`src/rtl/buzz_arbiter.sv`:
```
// ---------------------------------------------------------------------------
// buzz_arbiter
//   Arbitrates the shared answer-input path between two players during a
//   question round. It detects fresh button presses, grants one player at a
//   time, times the answer window, and locks a player out for a fixed time
//   after a wrong or late answer. It emits one-cycle score/penalty pulses for
//   the HP logic.
//
// Ports
//   CLK        system clock
//   RST_N      asynchronous active-low reset
//   ROUND_EN   high while a question round is live; low returns to IDLE
//   BUZZ[1:0]  synchronised button levels, bit i = player i
//   DONE_IN    one-cycle pulse: the granted player's answer has been judged
//   RESULT_OK  qualified by DONE_IN, 1 = correct, 0 = wrong
//   GRANT[1:0] one-hot (or zero) owner of the input path
//   BUSY       high while an answer window is running
//   LOCK[1:0]  bit i high while player i is locked out
//   TIMEOUT    one-cycle pulse when the answer window expires
//   WIN_P[1:0] one-cycle pulse, player i answered correctly
//   PEN_P[1:0] one-cycle pulse, player i answered wrong or timed out
//   PRIO       player index that wins a simultaneous buzz
// ---------------------------------------------------------------------------
module buzz_arbiter #(
  parameter int ANS_CYC  = 250_000_000,
  parameter int LOCK_CYC = 50_000_000,
  parameter int CW       = 28
) (
  input  logic       CLK,
  input  logic       RST_N,
  input  logic       ROUND_EN,
  input  logic [1:0] BUZZ,
  input  logic       DONE_IN,
  input  logic       RESULT_OK,
  output logic [1:0] GRANT,
  output logic       BUSY,
  output logic [1:0] LOCK,
  output logic       TIMEOUT,
  output logic [1:0] WIN_P,
  output logic [1:0] PEN_P,
  output logic       PRIO
);

  typedef enum logic [1:0] {
    ST_IDLE   = 2'd0,
    ST_OPEN   = 2'd1,
    ST_ANSWER = 2'd2,
    ST_CLOSED = 2'd3
  } state_t;

  localparam logic [CW-1:0] ANS_LAST  = CW'(ANS_CYC - 1);
  localparam logic [CW-1:0] LOCK_LAST = CW'(LOCK_CYC - 1);

  state_t        state_r;
  logic [1:0]    buzz_d_r;
  logic [1:0]    grant_r;
  logic          busy_r;
  logic [1:0]    lock_r;
  logic          timeout_r;
  logic [1:0]    win_r;
  logic [1:0]    pen_r;
  logic          prio_r;
  logic [CW-1:0] ans_cnt_r;
  logic [CW-1:0] lock_cnt_r [2];

  logic [1:0]    rise_s;
  logic [1:0]    pick_s;
  logic          ans_last_s;
  logic [1:0]    lock_start_s;

  // Fresh presses only: a held button or a press made while locked never requests.
  always_comb begin
    rise_s     = BUZZ & ~buzz_d_r & ~lock_r;
    ans_last_s = (ans_cnt_r == ANS_LAST);
    if (rise_s == 2'b11) begin
      pick_s = prio_r ? 2'b10 : 2'b01;
    end else begin
      pick_s = rise_s;
    end
  end

  // Lockout starts for the owner on a wrong answer or an expiry without DONE_IN.
  always_comb begin
    lock_start_s = 2'b00;
    if (ROUND_EN && (state_r == ST_ANSWER) &&
        ((DONE_IN && !RESULT_OK) || (!DONE_IN && ans_last_s))) begin
      lock_start_s = grant_r;
    end else begin
      lock_start_s = 2'b00;
    end
  end

  // Main round FSM with registered grant, busy, priority and result pulses.
  always_ff @(posedge CLK or negedge RST_N) begin
    if (!RST_N) begin
      state_r   <= ST_IDLE;
      buzz_d_r  <= 2'b00;
      grant_r   <= 2'b00;
      busy_r    <= 1'b0;
      timeout_r <= 1'b0;
      win_r     <= 2'b00;
      pen_r     <= 2'b00;
      prio_r    <= 1'b0;
      ans_cnt_r <= '0;
    end else begin
      buzz_d_r  <= BUZZ;
      timeout_r <= 1'b0;
      win_r     <= 2'b00;
      pen_r     <= 2'b00;
      if (!ROUND_EN) begin
        // Leaving the round beats any judge result arriving on the same edge.
        state_r   <= ST_IDLE;
        grant_r   <= 2'b00;
        busy_r    <= 1'b0;
        ans_cnt_r <= '0;
      end else begin
        case (state_r)
          ST_IDLE: begin
            state_r   <= ST_OPEN;
            grant_r   <= 2'b00;
            busy_r    <= 1'b0;
            ans_cnt_r <= '0;
          end
          ST_OPEN: begin
            if (rise_s != 2'b00) begin
              state_r   <= ST_ANSWER;
              grant_r   <= pick_s;
              busy_r    <= 1'b1;
              ans_cnt_r <= '0;
              // Next simultaneous buzz favours whoever was not granted now.
              prio_r    <= ~pick_s[1];
            end else begin
              state_r <= ST_OPEN;
            end
          end
          ST_ANSWER: begin
            if (DONE_IN) begin
              // A judge result on the expiry cycle takes precedence over TIMEOUT.
              if (RESULT_OK) begin
                win_r   <= grant_r;
                state_r <= ST_CLOSED;
              end else begin
                pen_r   <= grant_r;
                state_r <= ST_OPEN;
              end
              grant_r <= 2'b00;
              busy_r  <= 1'b0;
            end else if (ans_last_s) begin
              timeout_r <= 1'b1;
              pen_r     <= grant_r;
              grant_r   <= 2'b00;
              busy_r    <= 1'b0;
              state_r   <= ST_OPEN;
            end else begin
              ans_cnt_r <= ans_cnt_r + CW'(1);
            end
          end
          ST_CLOSED: begin
            grant_r <= 2'b00;
            busy_r  <= 1'b0;
          end
          default: begin
            state_r   <= ST_IDLE;
            grant_r   <= 2'b00;
            busy_r    <= 1'b0;
            ans_cnt_r <= '0;
          end
        endcase
      end
    end
  end

  // Per-player lockout timers; LOCK stays high for exactly LOCK_CYC cycles.
  always_ff @(posedge CLK or negedge RST_N) begin
    if (!RST_N) begin
      lock_r        <= 2'b00;
      lock_cnt_r[0] <= '0;
      lock_cnt_r[1] <= '0;
    end else begin
      for (int i = 0; i < 2; i++) begin
        if (!ROUND_EN) begin
          lock_r[i]     <= 1'b0;
          lock_cnt_r[i] <= '0;
        end else if (lock_start_s[i]) begin
          lock_r[i]     <= 1'b1;
          lock_cnt_r[i] <= '0;
        end else if (lock_r[i]) begin
          // The counter parks at its terminal value once the lock drops.
          if (lock_cnt_r[i] == LOCK_LAST) begin
            lock_r[i] <= 1'b0;
          end else begin
            lock_cnt_r[i] <= lock_cnt_r[i] + CW'(1);
          end
        end else begin
          lock_r[i] <= 1'b0;
        end
      end
    end
  end

  assign GRANT   = grant_r;
  assign BUSY    = busy_r;
  assign LOCK    = lock_r;
  assign TIMEOUT = timeout_r;
  assign WIN_P   = win_r;
  assign PEN_P   = pen_r;
  assign PRIO    = prio_r;

endmodule

```
`config.mk`:
```
export PLATFORM = sky130hd
export DESIGN_NAME = buzz_arbiter
export DESIGN_NICKNAME = d
export VERILOG_FILES = /design/src/rtl/buzz_arbiter.sv
export SDC_FILE = /design/constraint.sdc
export NUM_CORES = 1
export LEC_CHECK = 0
export CAP_MARGIN = 15
export CORE_AREA = 4 4 121 123
export DETAILED_ROUTE_END_ITERATION = 12
export DIE_AREA = 0 0 125 127
export MAX_ROUTING_LAYER = met4
export PLACE_DENSITY = 0.6
export SLEW_MARGIN = 20
export SYNTH_ARGS = -nofsm -noshare
export SYNTH_HDL_FRONTEND = slang
export SYNTH_SLANG_ARGS = --single-unit
```
`constraint.sdc`:
```
create_clock -name CLK -period 2.9 [get_ports CLK]
set_input_delay 0.435 -clock CLK [delete_from_list [all_inputs] [get_ports CLK]]
set_output_delay 0.435 -clock CLK [all_outputs]
set_load 0.005 [all_outputs]
```
**After elaboration in Yosys (flattened, before gate mapping)**

Cells that the tools add are included.

- Add/sub/neg operators: 3
- Multiply operators: 0
- Div/mod/pow operators: 0
- Order comparisons: 0
- Eq/ne operators: 16
- Shift-type cells: 0
- Muxes and demuxes: 53
- Bitwise operators: 5
- Reductions and logical operators: 16

Operator list:

| kind | count |
|---|---|
| $mux W28 | 12 |
| $add A28 B1 Y28 const B | 3 |
| $pmux W28 S3 | 1 |
| $eq A28 B26 Y1 const B | 2 |
| $mux W2 | 21 |
| $eq A28 B28 Y1 const B | 1 |
| $mux W1 | 16 |
| $ne A3 B3 Y1 const B | 5 |
| $pmux W2 S3 | 2 |
| $reduce_and A2 Y1 | 4 |
| $eq A2 B2 Y1 const B | 3 |
| $ne A3 B1 Y1 const B | 2 |
| $and A2 B2 Y2 | 2 |
| $logic_and A1 B1 Y1 | 4 |
| $ne A4 B1 Y1 const B | 1 |
| $ne A4 B4 Y1 const B | 1 |
| $not A2 Y2 | 2 |
| $reduce_and A4 Y1 | 1 |
| $pmux W1 S3 | 1 |
| $reduce_and A3 Y1 | 1 |
| $eq A2 B1 Y1 const B | 1 |
| $logic_not A1 Y1 | 2 |
| $logic_not A2 Y1 | 1 |
| $reduce_bool A2 Y1 | 1 |
| 3 further kinds | 3 |

- Register bits: 99
- Latch bits: 0
- RAM bits: 0
- Memory bits (read-only): 0
- Input bits: 7
- Output and inout bits: 11
- Word-level logic and storage cells: 105
- Memories kept: 0

**Longest topological paths before layout**

Gate-level depths: netlist of the first run.

- Depth after elaboration: 8
- Depth in mapped cells: 10
- Gate-level depth less buffers: 8

**Worst setup path before layout of the first run**

No wires, ideal clock.

- Kind: input port to flip-flop
- From: input BUZZ[1]
- To: register ans_cnt_r[23]
- Library setup time: 0.079 ns
- Data arrival time: 2.138 ns
- Required time: 2.821 ns
- Slack: 0.684 ns
- Cell stages on the path: 8
- Buffers on the path: 2
- Cell sequence: or3b_1 > clkbuf_1 > a31oi_4 > nor2_2 > a21o_1 > buf_6 > or4_1 > a21oi_1

- Cells in the longest elaborated chain, start to end: 5

Ends and longest elaborated chain:

| element | RTL line | RTL |
|---|---|---|
| from (decl) | 32 | `input logic [1:0] BUZZ,` |
| $and A2 B2 Y2 (2 in a row) | 73 | `rise_s = BUZZ & ~buzz_d_r & ~lock_r;` |
| $reduce_bool A2 Y1 | 125 | `if (rise_s != 2'b00) begin` |
| $ne A3 B3 Y1 (no source line) | - |  |
| $reduce_and A4 Y1 (no source line) | - |  |
| to (signal assigned) | 155 | `ans_cnt_r <= ans_cnt_r + CW'(1);` |
| to (decl) | 63 | `logic [CW-1:0] ans_cnt_r;` |

Every way passes these cells.
A chain may end at the register's enable or synchronous reset.

**Worst setup path in the final report of the first run**

- From: register state_r[0]
- To: register ans_cnt_r[11]

- Cells in the longest elaborated chain, start to end: 3

Ends and longest elaborated chain:

| element | RTL line | RTL |
|---|---|---|
| from (decl) | 54 | `state_t state_r;` |
| from (signal assigned) | 96 | `state_r <= ST_IDLE;` |
| from (signal assigned) | 112 | `state_r <= ST_IDLE;` |
| from (signal assigned) | 119 | `state_r <= ST_OPEN;` |
| $eq A2 B2 Y1 (tied with other cells) | 117 | `case (state_r)` |
| $ne A4 B1 Y1 (no source line) (tied with other cells) | - |  |
| $reduce_and A4 Y1 (no source line) / $mux W28 (equally long branches) | - |  |

Several ways; a longest one is shown, not always the timed one.

==> flow_summary.ini, run 1 <==
[run_status]
status = complete, no violations

[power_and_ir_drop]
intPower_mw = 2.36
pwr-share-clk_pct = 42.1
switching_share_pct = 25.7
powerDensity_mw_per_mm2 = 529
p_leak_nw = 2.46
power_frac_seq_pct = 44.8
peakVddDrop_v = 0.000325
power.switching_mw = 0.819
combPwrFrac_pct = 13.0

[cts]
clkLatencyLatePin_ns = 0.35
post_cts_buffers = 0
postCtsHoldBufs = 0
ctsResizeCount = 0
clk_path_buf_depth = 2
path_clk_slew_ns = 0.07
cts_tree = built
cts_buffers = 9
clock_sinks = 99
root_buffer = clkbuf_16
h-tree-depth = 3

[detailed_routing]
wl_mm = 10.8
met2WireLength_mm = 5.25
ant_nets = 0
routed.top_layer = met4
drc = 0
drt_iter0_drc = 190
viasPerCell = 5.24
wl_met3_microns = 337
wl_met1_mm = 5.16
drt-wirelength-per-cell_microns = 14.2
vias = 4007
dr.pass1.iters = 4

[timing]
slew_headroom_pct = 50.6
tightest_slew_ns = 0.734
rsz0062_at_grt = false
layout_min_cycle_time_ns = 2.45
setup_ws_ns = 0.448
fin_tns_setup_ns = 0
hold_viol = 0
setup_viol = 0
drv_slew = 0
period_share_pct = 84.6
fmax_mhz = 408
fin_skew_ns = 0.00966

[placement]
gp_congestion = 0.825
post-place-ws_ns = 0.0931
dp_hpwl_mm = 7.78
port_buffers = 17

[worst_hold_path]
hold_class = in2async

[grt]
grt-ovfl-total = 0
grt_usage_pct = 15.0
grt_max_degree = 52
grt_antenna_before_repair = 0
grt_pass1_vias = 3990
grt_pass1_wl_mm = 19.2

[synth]
ys_seq_elements = 99
synth_area_sq_mm = 0.00517
synthArstFlopShare_pct = 100
synth_edf_count = 0
synth_cells = 545
synth_cell_types = 54
ys_warn_count = 0
ys.flop_type = dfrtp_1
ys_seq_area_share_pct = 47.9
synth_fp_nets = 559
syn_area_per_cell_sq_um = 9.49

[setup_path]
path_class = reg2reg
crit_required_ns = 3.19
worstPathArrival_ns = 2.74
worstReg2RegStart = state_r[0]
endpoint_kind = flop
cp-start-kind = flop
cp_max_fo = 6
startpoint = state_r[0]

[finish]
drive_above_1_share_pct = 9.74
fin_nets = 594
areaGrowthSynthToFinish_pct = 16.3
diodes = 0
fin_util_pct = 44.0

[floorplanning]
die-width_microns = 125
dieHeight_microns = 127
start_util_pct = 37.9
rows = 43
pin_count = 18
core_sq_mm = 0.0137
dieArea_sq_mm = 0.0159

[flow_run]
maxCapViolations = 0
## power by group through the flow
stage | Clock (mW) | Sequential [mW] | Combinational [mW]
CTS | 1.40 | 1.43 | 0.420
finish | 1.34 | 1.43 | 0.415
detailed placement | 0 | 1.45 | 0.418
global route | 1.45 | 1.43 | 0.463
global placement | 0 | 1.45 | 0.411
floorplan | 0 | 1.45 | 0.243
## cell type report
type / instances / area, sq um
fill: 1341 / 7650
clock buffer: 11 / 253
timing repair buffer: 43 / 363
inverter: 15 / 56.3
multi-input combinational: 412 / 2560
clock inverter: 5 / 82.6
sequential: 99 / 2480
tap: 180 / 225
## sequential cells by signal, summed over array words and instances, names as in the netlist
register	count
PRIO	1
TIMEOUT	1
ans_cnt_r	28
lock_cnt_r	56
LOCK	2
PEN_P	2
state_r	2
GRANT	2
BUSY	1
buzz_d_r	2
WIN_P	2
## final timing paths
| check | slack (ns) | cells after the start | endpoint |
|---|---|---|---|
| max in group asynchronous | 2.07 | 2 | ans_cnt_r[15] |
| max | 0.45 | 9 | ans_cnt_r[11] |
| max reg2reg | 0.45 | 9 | ans_cnt_r[11] |
| min reg2reg | 0.50 | 2 | BUSY |
| min | 0.09 | 1 | lock_cnt_r[32] |
| min in group CLK | 0.50 | 2 | BUSY |
## placed cells by master (no fill, tap or decap), types with 3 or more instances in the layout
cell             Yosys  final
dfrtp_1             99     99
nor2_1              96     96
nand2_1             50     50
nand3_1             35     35
xnor2_1             33     33
xor2_1              33     33
buf_4                0     27
nand4_1             22     22
a21oi_1             17     17
clkdlybuf4s50_1      0     16
and3_1              15     15
inv_1               14     14
nor3_1              12     12
or4_1                9      9
clkbuf_16            0      9
o31ai_1              8      8
ha_1                 7      7
a211oi_1             6      6
o21ai_0              5      5
and4_1               5      5
nor4_1               5      5
and2_1               3      3
o2111ai_1            3      3
mux2i_1              3      3
a31oi_1              3      3
a41o_1               3      3
or3_1                3      3
## cells in the mapped netlist, types with 6 or more instances
library cell | n | area, sq um
dfrtp_1 | 99 | 2480
buf_2 | 9 | 45.0
nor2_1 | 96 | 360
or4_1 | 9 | 67.6
a21oi_1 | 17 | 85.1
inv_1 | 14 | 52.6
a211oi_1 | 6 | 45.0
nand2_1 | 50 | 188
and3_1 | 15 | 93.8
nand3_1 | 35 | 175
clkbuf_1 | 8 | 30.0
xor2_1 | 33 | 289
o31ai_1 | 8 | 60.1
xnor2_1 | 33 | 289
nor3_1 | 12 | 60.1
nand4_1 | 22 | 138
ha_1 | 7 | 87.6
## logic make-up after synthesis
family                   count (synthesis)  synth area share, %
AO/OA/AOI/OAI                           63                 9.89
XOR/XNOR                                66                 11.2
adder cells (fa/ha/maj)                  7                 1.69
buffers and inverters                   34                 2.83
flip-flops                              99                 47.9
multiplexers                             4                0.798
AND/OR/NAND/NOR                        272                 25.7
## per-stage QoR
stage               hold WS [ns]  power, mW  area, sq um  std cells
floorplan                  0.139       1.69         5170        545
global placement           0.474       1.86         5680        749
detailed placement         0.475       1.87         5680        749
CTS                        0.112       3.24         6010        765
global route               0.148       3.34         6010        765
finish                    0.0936       3.18         6010        765
## worst max-delay path: stages, from the launching register on
cell,delay (ns)
dfrtp_1,0.40
inv_1,0.08
ha_1,0.28
nor3_1,0.41
a31oi_4,0.06
buf_4,0.17
o21ai_0,0.58
nand2_1,0.11
a31oi_1,0.17
a41o_1,0.12
## routing by layer
metal  vias up  global-route usage, %
met5         -                      -
met4         0                   4.91
met3        14                   4.18
met2        48                   23.6
met1      1962                   19.0
li1       1983                      -
(Power assumes the default switching activity.)
==> inputs of run 2 (changes only) <==
--- a/config.mk
+++ b/config.mk
@@ -10,7 +10,7 @@
 export DETAILED_ROUTE_END_ITERATION = 12
 export DIE_AREA = 0 0 125 127
 export MAX_ROUTING_LAYER = met4
-export PLACE_DENSITY = 0.6
+export PLACE_DENSITY = 0.62
 export SLEW_MARGIN = 20
 export SYNTH_ARGS = -nofsm -noshare
 export SYNTH_HDL_FRONTEND = slang
==> constraint.sdc (replaced) <==
create_clock -name CLK -period 2.2 [get_ports CLK]
set_input_delay 0.33 -clock CLK [delete_from_list [all_inputs] [get_ports CLK]]
set_output_delay 0.33 -clock CLK [all_outputs]
set_load 0.005 [all_outputs]
==> run 2 against run 1 <==
Net effect:
- wire length rose by 10%
- critical path depth did not move
- register-to-register slack worse by 0.38 ns
- non-clock buffer count increased by 50
- cell area increased by 8.0%
- worst setup slack lost 0.38 ns
- sequential power increased by 31%
- fmax rose by 15%
- first-iteration DRC count fell by 6.3%
- count of clock-buffer cells in the layout grew 3
==> flow_summary.ini, run 2 (synthesis gave the netlist of run 1 again) <==
[run_status]
status = complete, no violations

[setup_path]
cp_max_fo = 8
path_delay_family = compound AO/OA/AOI/OAI gates
path_cells = and4_1 -> nand4_1 -> buf_4 -> o31ai_4 -> buf_6 -> a2111oi_4 -> buf_6 -> a31oi_1 -> a41o_1
startpoint = ans_cnt_r[26]
cp-start-kind = flop
slowest_delay_ns = 0.40
worstReg2RegEnd = ans_cnt_r[13]
ff2ff_setup_slack_ns = 0.07
worstReg2RegStart = ans_cnt_r[26]
critical-path-slowest-cell = dfrtp_1
crit_required_ns = 2.43
path_class = reg2reg
worstPathArrival_ns = 2.36
cpMostUsedCell = buf_6
reg2reg_depth = 9
endpoint_kind = flop
path_buf_inv = 3

[finish]
largest-register = lock_cnt_r
largest_register_ffs = 56
fin_util_pct = 47.5
areaGrowthSynthToFinish_pct = 25.6
fillers = 1269
reg_top3 = lock_cnt_r (56), ans_cnt_r (28)
fin_nets = 645
drive_above_1_share_pct = 18.7
diodes = 0
final_common_cell = dfrtp_1
final_cell_mix = 99 x dfrtp_1, 96 x nor2_1, 68 x buf_4

[detailed_routing]
vias = 4312
wl_mm = 12.0
dr.pass1.iters = 5
drc = 0
drt-wirelength-per-cell_microns = 14.7
drt_iter0_drc = 178
viasPerCell = 5.28
ant_nets = 0

[grt]
grt_antenna_before_repair = 0
grt_pass1_wl_mm = 20.2
grt_max_degree = 50
grt-ovfl-total = 0
grt_usage_pct = 15.7
grt_pass1_vias = 4288

[timing]
tightest_slew_ns = 0.555
whs_ns = 0.297
drv_slew = 0
slew_headroom_pct = 63.0
hold_viol = 0
period_share_pct = 96.9
layout_min_cycle_time_ns = 2.13
fmax_mhz = 469
fin_skew_ns = 0.00597
setup_viol = 0

[power_and_ir_drop]
intPower_mw = 3.01
powerDensity_mw_per_mm2 = 630
p_leak_nw = 2.75
power.switching_mw = 1.08
combPwrFrac_pct = 18.1
switching_share_pct = 26.5
peakVddDrop_v = 0.000368
pwr-share-clk_pct = 35.9
power_frac_seq_pct = 46.0

[floorplanning]
dieHeight_microns = 127
die-width_microns = 125
core_sq_mm = 0.0137
dieArea_sq_mm = 0.0159
start_util_pct = 37.9
pin_count = 18
rows = 43

[cts]
root_buffer = clkbuf_16
clock_sinks = 99
h-tree-depth = 3
clkLatencyLatePin_ns = 0.34
cts_tree = built
path_clk_slew_ns = 0.07
cts_buffers = 9
clk_path_buf_depth = 2

[worst_hold_path]
holdPathEnd = buzz_d_r[1]
worstHoldPathCells = 1
hold_class = in2reg
min_from = BUZZ[1]

[placement]
gp_congestion = 0.826
port_buffers = 17
dp_hpwl_mm = 8.20

[flow_run]
maxCapViolations = 0
==> run 2: worst max path at each step <==
stage / to / slack, ns / cells after the start
finish: ans_cnt_r[13] / 0.07 / 9
global route: GRANT[0] / -0.04 / 7
CTS: ans_cnt_r[13] / 0.004 / 9
detailed placement: ans_cnt_r[27] / -0.49 / 7
global placement: ans_cnt_r[21] / -0.46 / 7
floorplan: ans_cnt_r[23] / 0.01 / 8
==> run 2: routing by layer <==
metal	wire length, microns	track usage, %	vias up
met1	5390	19.6	2155
li1	-	-	2080
met5	0	-	-
met4	229	6.57	0
met3	307	2.34	16
met2	6030	25.7	61
==> run 2: metrics by stage <==
| step | setup TNS (ns) | std cells | setup slack [ns] | power, mW | area, sq um |
|---|---|---|---|---|---|
| final | 0 | 816 | 0.0686 | 4.09 | 6490 |
| after global routing | -0.0453 | 816 | -0.0365 | 4.30 | 6490 |
| after CTS | 0 | 807 | 0.00427 | 4.07 | 6330 |
| after detailed placement | -7.75 | 790 | -0.487 | 2.56 | 6020 |
| after global placement | -6.92 | 790 | -0.457 | 2.55 | 6020 |
| after floorplan | 0 | 545 | 0.00963 | 2.23 | 5170 |
==> run 2: what timing repair did <==
item / CTS / global route
hold buffers: 1 / 0
resized for setup: 8 / 14
endpoints found under the setup margin: 43 / 84
cloned: 0 / 3
pin swaps: 0 / 5
buffers inserted: 0 / 6
endpoints found under the hold margin: 29 / 0
==> run 2: area by class of cell <==
class | count | area, sq um | area share, %
clock buffers | 14 | 264 | 4.06
clock inverters | 2 | 10.0 | 0.154
inverters | 15 | 56.3 | 0.867
multi-input cells | 413 | 2630 | 40.5
flip-flops and latches | 99 | 2480 | 38.1
well taps | 180 | 225 | 3.47
repair buffers | 93 | 832 | 12.8
==> run 2: power groups by stage <==
stage	logic, mW	registers (mW)	clock network, mW
global placement	0.634	1.91	0
finish	0.740	1.88	1.47
CTS	0.666	1.88	1.53
detailed placement	0.648	1.92	0
floorplan	0.321	1.91	0
global route	0.815	1.88	1.60
==> variant 1: new RTL, config.mk and constraints of run 1 <==
Register the output `TIMEOUT` once more, with the module's reset; this adds one clock of latency there. The other outputs are not delayed to match. Comments in the files are not updated.
--- a/src/rtl/buzz_arbiter.sv
+++ b/src/rtl/buzz_arbiter.sv
@@ -201,7 +201,13 @@
   assign GRANT   = grant_r;
   assign BUSY    = busy_r;
   assign LOCK    = lock_r;
-  assign TIMEOUT = timeout_r;
+  always_ff @(posedge CLK or negedge RST_N) begin
+    if (!RST_N) begin
+      TIMEOUT <= '0;
+    end else begin
+      TIMEOUT <= timeout_r;
+    end
+  end
   assign WIN_P   = win_r;
   assign PEN_P   = pen_r;
   assign PRIO    = prio_r;
Formal check against the unedited RTL: no difference found for any inputs over 10 cycles, from zero or initial values and one cycle with RST_N low; that may be too few to reach the edited logic, so the function may still have changed.
==> variant 1 against run 1 <==
  * Sequential share of layout area is 0.32 points lower
  * Power is 3.8% lower
  * Non-clock buffer count is 13 lower
  * Wire length is 11% higher
  * Sequential cell count is 1 higher
  * First-iteration DRC count is 80% higher
  * Final area is 1.8% higher
  * Area after synthesis is 5.0% higher
  * Die area stayed put
  * Global-route usage is 1.5 points higher
  * Synthesized cell count is 7.5% higher
  * Setup slack worse by 63 ps
  * Critical endpoint unchanged
  * Largest power group unchanged
==> variant 1: results (changes against run 1) <==
synth_cell_types: 48  # -11%
fill_cells: 1309  # -2.4%
power_mw: 3.06  # -3.8%
ys_top_cells_by_count: "100 x dfrtp_1, 61 x nor2_1, 49 x nand2_1"
seq_area_frac: 0.409  # -0.00315
clock_skew_ps: 8.78  # -0.872 ps
inverters_excl_clock: 16  # +1
clk_share: 0.0478  # -0.00793
place_ws_ps: 84.5  # -8.59 ps
peakVddDrop_mv: 0.348  # +6.8%
pg_comb_uw: 438  # +5.5%
dp_cells: 770  # +2.8%
slowest_delay_ps: 530  # -50 ps
status: "finished clean"
clkPwrFrac: 0.387  # -0.034
place_hpwl_mm: 8.17  # +5.1%
dr_wl_met2_mm: 5.68  # +8.3%
signal_buffers: 30  # -30%
first_global_vias: 4383  # +9.8%
p_leak_nw: 2.35  # -4.6%
drtIter0Drc: 342  # +80%
track_usage: 0.165  # +0.0149
busiest_layer: "met2"
nNetsFinal: 615  # +3.5%
placed_area_sq_um: 5830  # +2.6%
syn2layout_area_growth_pct: 12.7
vias: 4487  # +12%
grt_pass1_wl_mm: 21.2  # +11%
worst_path_max_delay_cell: "or4_1"
drt_first_pass_iters: 5  # +1
io_buffers: 17  # unchanged
antenna_found_initial: 0  # unchanged
multi_input_area_share: 0.449  # +0.0242
crit_family: "simple AND/OR/NAND/NOR gates"
met1_usage: 0.219  # +0.0290
gp_congestion: 0.835  # +1.1%
num-multi-input-gates: 444  # +7.8%
area_share_nonclk_buffers: 0.0474  # -0.0129
cp_max_fo: 38  # +32
seq_area_frac_synth: 0.461  # -0.0181
insertedDiodeCount: 0  # unchanged
critPathArrivalTime_ps: 2790  # +50 ps
grt_max_degree: 74  # +42%
fin_cells: 786  # +2.7%
synth_area_leaders: "dfrtp_1 46%, nor2_1 4.2%, xnor2_1 4.2%"
drive_gt1_frac: 0.0611  # -0.0364
grt_use_met2: 0.257  # +0.0202
tightest_slew_ps: 927  # +193 ps
synth_nets: 600  # +7.3%
reg_top3: "lock_cnt_r: 56 flops, ans_cnt_r: 28 flops"
intPower_mw: 2.20  # -7.1%
wl_mm: 12.1  # +11%
syn_avg_cell_area_sq_um: 9.27  # -2.4%
cts_buffer_depth: 2  # unchanged
drt-met1-wl_mm: 5.93  # +15%
dr_wl_met3_um: 363  # +7.7%
seq_cells: 100  # +1.0%
grt_util_met3: 0.0380  # -0.00376
n_clock_buffer: 10  # -1
[variant 1: changes by cell type after synthesis, moves of 8 or more]
cell	delta
nor2_1	-35
nor3_1	+12
xor2_1	-17
and4_1	+8
a21oi_1	+16
clkbuf_1	+9
or3_1	+16
mux2i_1	+8
or4_1	+14
o31ai_1	+17
[variant 1: cell families after synthesis]
logic type	Yosys count	share of synthesized area
simple gates	290	0.288
flops	100	0.461
compound gates	92	0.110
xor+xnor	42	0.0677
buf+inv	42	0.0327
mux	13	0.0244
fa+ha+maj	7	0.0161
[variant 1: worst paths after layout]
path                       depth (start not counted)  slack [ps]             end       start
setup / recovery                                   7         380   ans_cnt_r[11]  state_r[0]
hold / removal                                     1         200  lock_cnt_r[54]       RST_N
setup reg to reg                                   7         380   ans_cnt_r[11]  state_r[0]
hold reg to reg                                    0         350         TIMEOUT   timeout_r
max in group asynchronous                          2        1880  lock_cnt_r[10]       RST_N
min in group CLK                                   0         350         TIMEOUT   timeout_r
==> variant 2: new RTL, flow settings as in run 1 <==
Made on the original files. Set the parameter `CW` to 56 (it was 28).
--- a/src/rtl/buzz_arbiter.sv
+++ b/src/rtl/buzz_arbiter.sv
@@ -24,7 +24,7 @@
 module buzz_arbiter #(
   parameter int ANS_CYC  = 250_000_000,
   parameter int LOCK_CYC = 50_000_000,
-  parameter int CW       = 28
+  parameter int CW       = 56
 ) (
   input  logic       CLK,
   input  logic       RST_N,
Check against the original RTL: no difference found for any inputs over 4 cycles, from zero or initial values and one cycle with RST_N low; that may be too few to reach the edited logic, so the function may still have changed.
==> variant 2 against run 1 <==
  * Setup slack got worse by 130 ps
  * Final area grew 86%
  * Critical path depth decreased by 3
  * Area after synthesis is 94% higher
  * Power is 66% higher
  * Wire length is 110% higher
  * Highest routed layer unchanged
  * Sequential cell count grew 84
  * The flow now finishes with violations (negative hold slack)
  * Die area stayed put
  * Hold slack worse by 98 ps
==> variant 2: results (changes against run 1) <==
grt_max_degree: 69  # +33%
status: "complete, but fails checks"
drv_cap: 0  # unchanged
hold_viol_final: 7  # +7
yosys_warnings: 0  # unchanged
fill_cells: 876  # -35%
cp_max_fo: 16  # +10
antenna_found_initial: 0  # unchanged
place_hpwl_mm: 15.4  # +99%
track_usage: 0.313  # +0.163
crit_path_start_kind: "flip-flop"
nNetsFinal: 1164  # +96%
synth-main-ff-cell: "dfrtp_1"
synth_compound_area_frac: 0.0864  # -0.0125
synth-xor-area-share: 0.0890  # -0.0227
first_global_vias: 8359  # +110%
drt-met1-wl_mm: 9.86  # +91%
ys_top_cells_by_count: "183 x dfrtp_1, 151 x nor2_1, 91 x nand2_1"
yosys.area_share.adder: 0.00873  # -0.00821
vias: 8687  # +120%
hp-class: "primary input to asynchronous set/reset pin"
wl_per_cell_um: 17.2  # +21%
synth-async-reset-ratio: 1.00  # unchanged
critPathArrivalTime_ps: 2900  # +160 ps
peakVddDrop_mv: 0.437  # +34%
io_buffers: 17  # unchanged
p_leak_nw: 4.17  # +70%
tightest_slew_ps: 577  # -156 ps
regToRegSetupSlack_ps: 310  # -130 ps
worstSkewPairLatency_ps: 440  # +90 ps
maxUsedRoutingLayer: "met4"
gp_congestion: 0.872  # +5.7%
clock_skew_ps: 7.64  # -2.02 ps
synth_nets: 1138  # +100%
numCtsBuffers: 17  # +8
dr_wl_met3_mm: 1.23  # +260%
drt_first_pass_iters: 5  # +1
cts_resized: 0  # unchanged
whs_ps: -4.12  # -97.7 ps
worst_path_max_delay_cell: "and4_1"
insertedDiodeCount: 0  # unchanged
clk_pin_slew_ps: 60
cts_buffer_depth: 2  # unchanged
drtIter0Drc: 822  # +330%
dr_wl_met2_mm: 11.6  # +120%
slowest_delay_ps: 620  # +40 ps
drive_gt1_frac: 0.0722  # -0.0252
cts_root_buffer: "clkbuf_16"
synth_area_leaders: "dfrtp_1 46%, xnor2_1 6.5%, nor2_1 5.6%"
grt_pass1_wl_mm: 40.1  # +110%
cts_setup_buffers: 0  # unchanged
seq_area_frac_synth: 0.456  # -0.0227
muxShareOfSynthArea: 0.00536  # -0.00262
reg_top3: "lock_cnt_r: 112 flops, ans_cnt_r: 56 flops"
cts_htree_levels: 4  # +1
violations: "negative hold slack"
synth_cell_types: 55  # +1.9%
## variant 2: metrics by stage
stage | std cells | power, mW | setup WS [ps] | cell area (sq um) | util
2_1_floorplan | 1124 | 2.80 | 481 | 10000 | -
3_3_place_gp | 1311 | 2.97 | 80.3 | 10600 | 0.774
3_5_place_dp | 1311 | 2.98 | -14.3 | 10600 | 0.774
4_1_cts | 1343 | 5.30 | 327 | 11200 | 0.818
5_1_grt | 1343 | 5.46 | 119 | 11200 | 0.818
6_report | 1343 | 5.29 | 314 | 11200 | 0.818
## variant 2: final timing paths
path	startpoint	endpoint	depth (start not counted)
setup / recovery	lock_cnt_r[39]	lock_cnt_r[12]	6
hold / removal	RST_N	lock_cnt_r[37]	1
setup reg to reg	lock_cnt_r[39]	lock_cnt_r[12]	6
hold reg to reg	BUSY	BUSY	2
max in group asynchronous	RST_N	PRIO	3
min in group CLK	BUZZ[1]	buzz_d_r[1]	1
## variant 2: per-layer routing
layer	track usage	up-vias
li1	-	4114
met1	0.419	4224
met2	0.498	303
met3	0.0485	46
met4	0.108	0
met5	-	-
## variant 2: where the power goes
group          leakage (nW)  switching, mW  internal [mW]
combinational          1.33          0.220          0.126
sequential             2.55         0.0159           2.57
clock                 0.288          0.986           1.37
total                  4.17           1.22           4.07
## variant 2: cell families (layout without fill, tap and decap cells)
family,count (synthesis),after routing
muxes,5,5
buffers and inverters,90,129
DFF,183,183
adders and majority gates,7,7
and+or+nand+nor,595,595
AOI/OAI and AO/OA,142,142
xor gates and xnor gates,102,102
## variant 2: critical path, delay by kind of cell (launching register included)
family           cells  cell delay [ps]
XOR/XNOR             1              170
flip-flops           1              460
AND/OR/NAND/NOR      5             1840
## variant 2: area by class of cell
cell class | count | share of cell area
clock buffer | 19 | 0.0396
timing repair buffer | 54 | 0.0494
clock inverter | 13 | 0.0139
tap | 180 | 0.0202
inverter | 43 | 0.0144
sequential | 183 | 0.410
multi-input combinational | 851 | 0.453
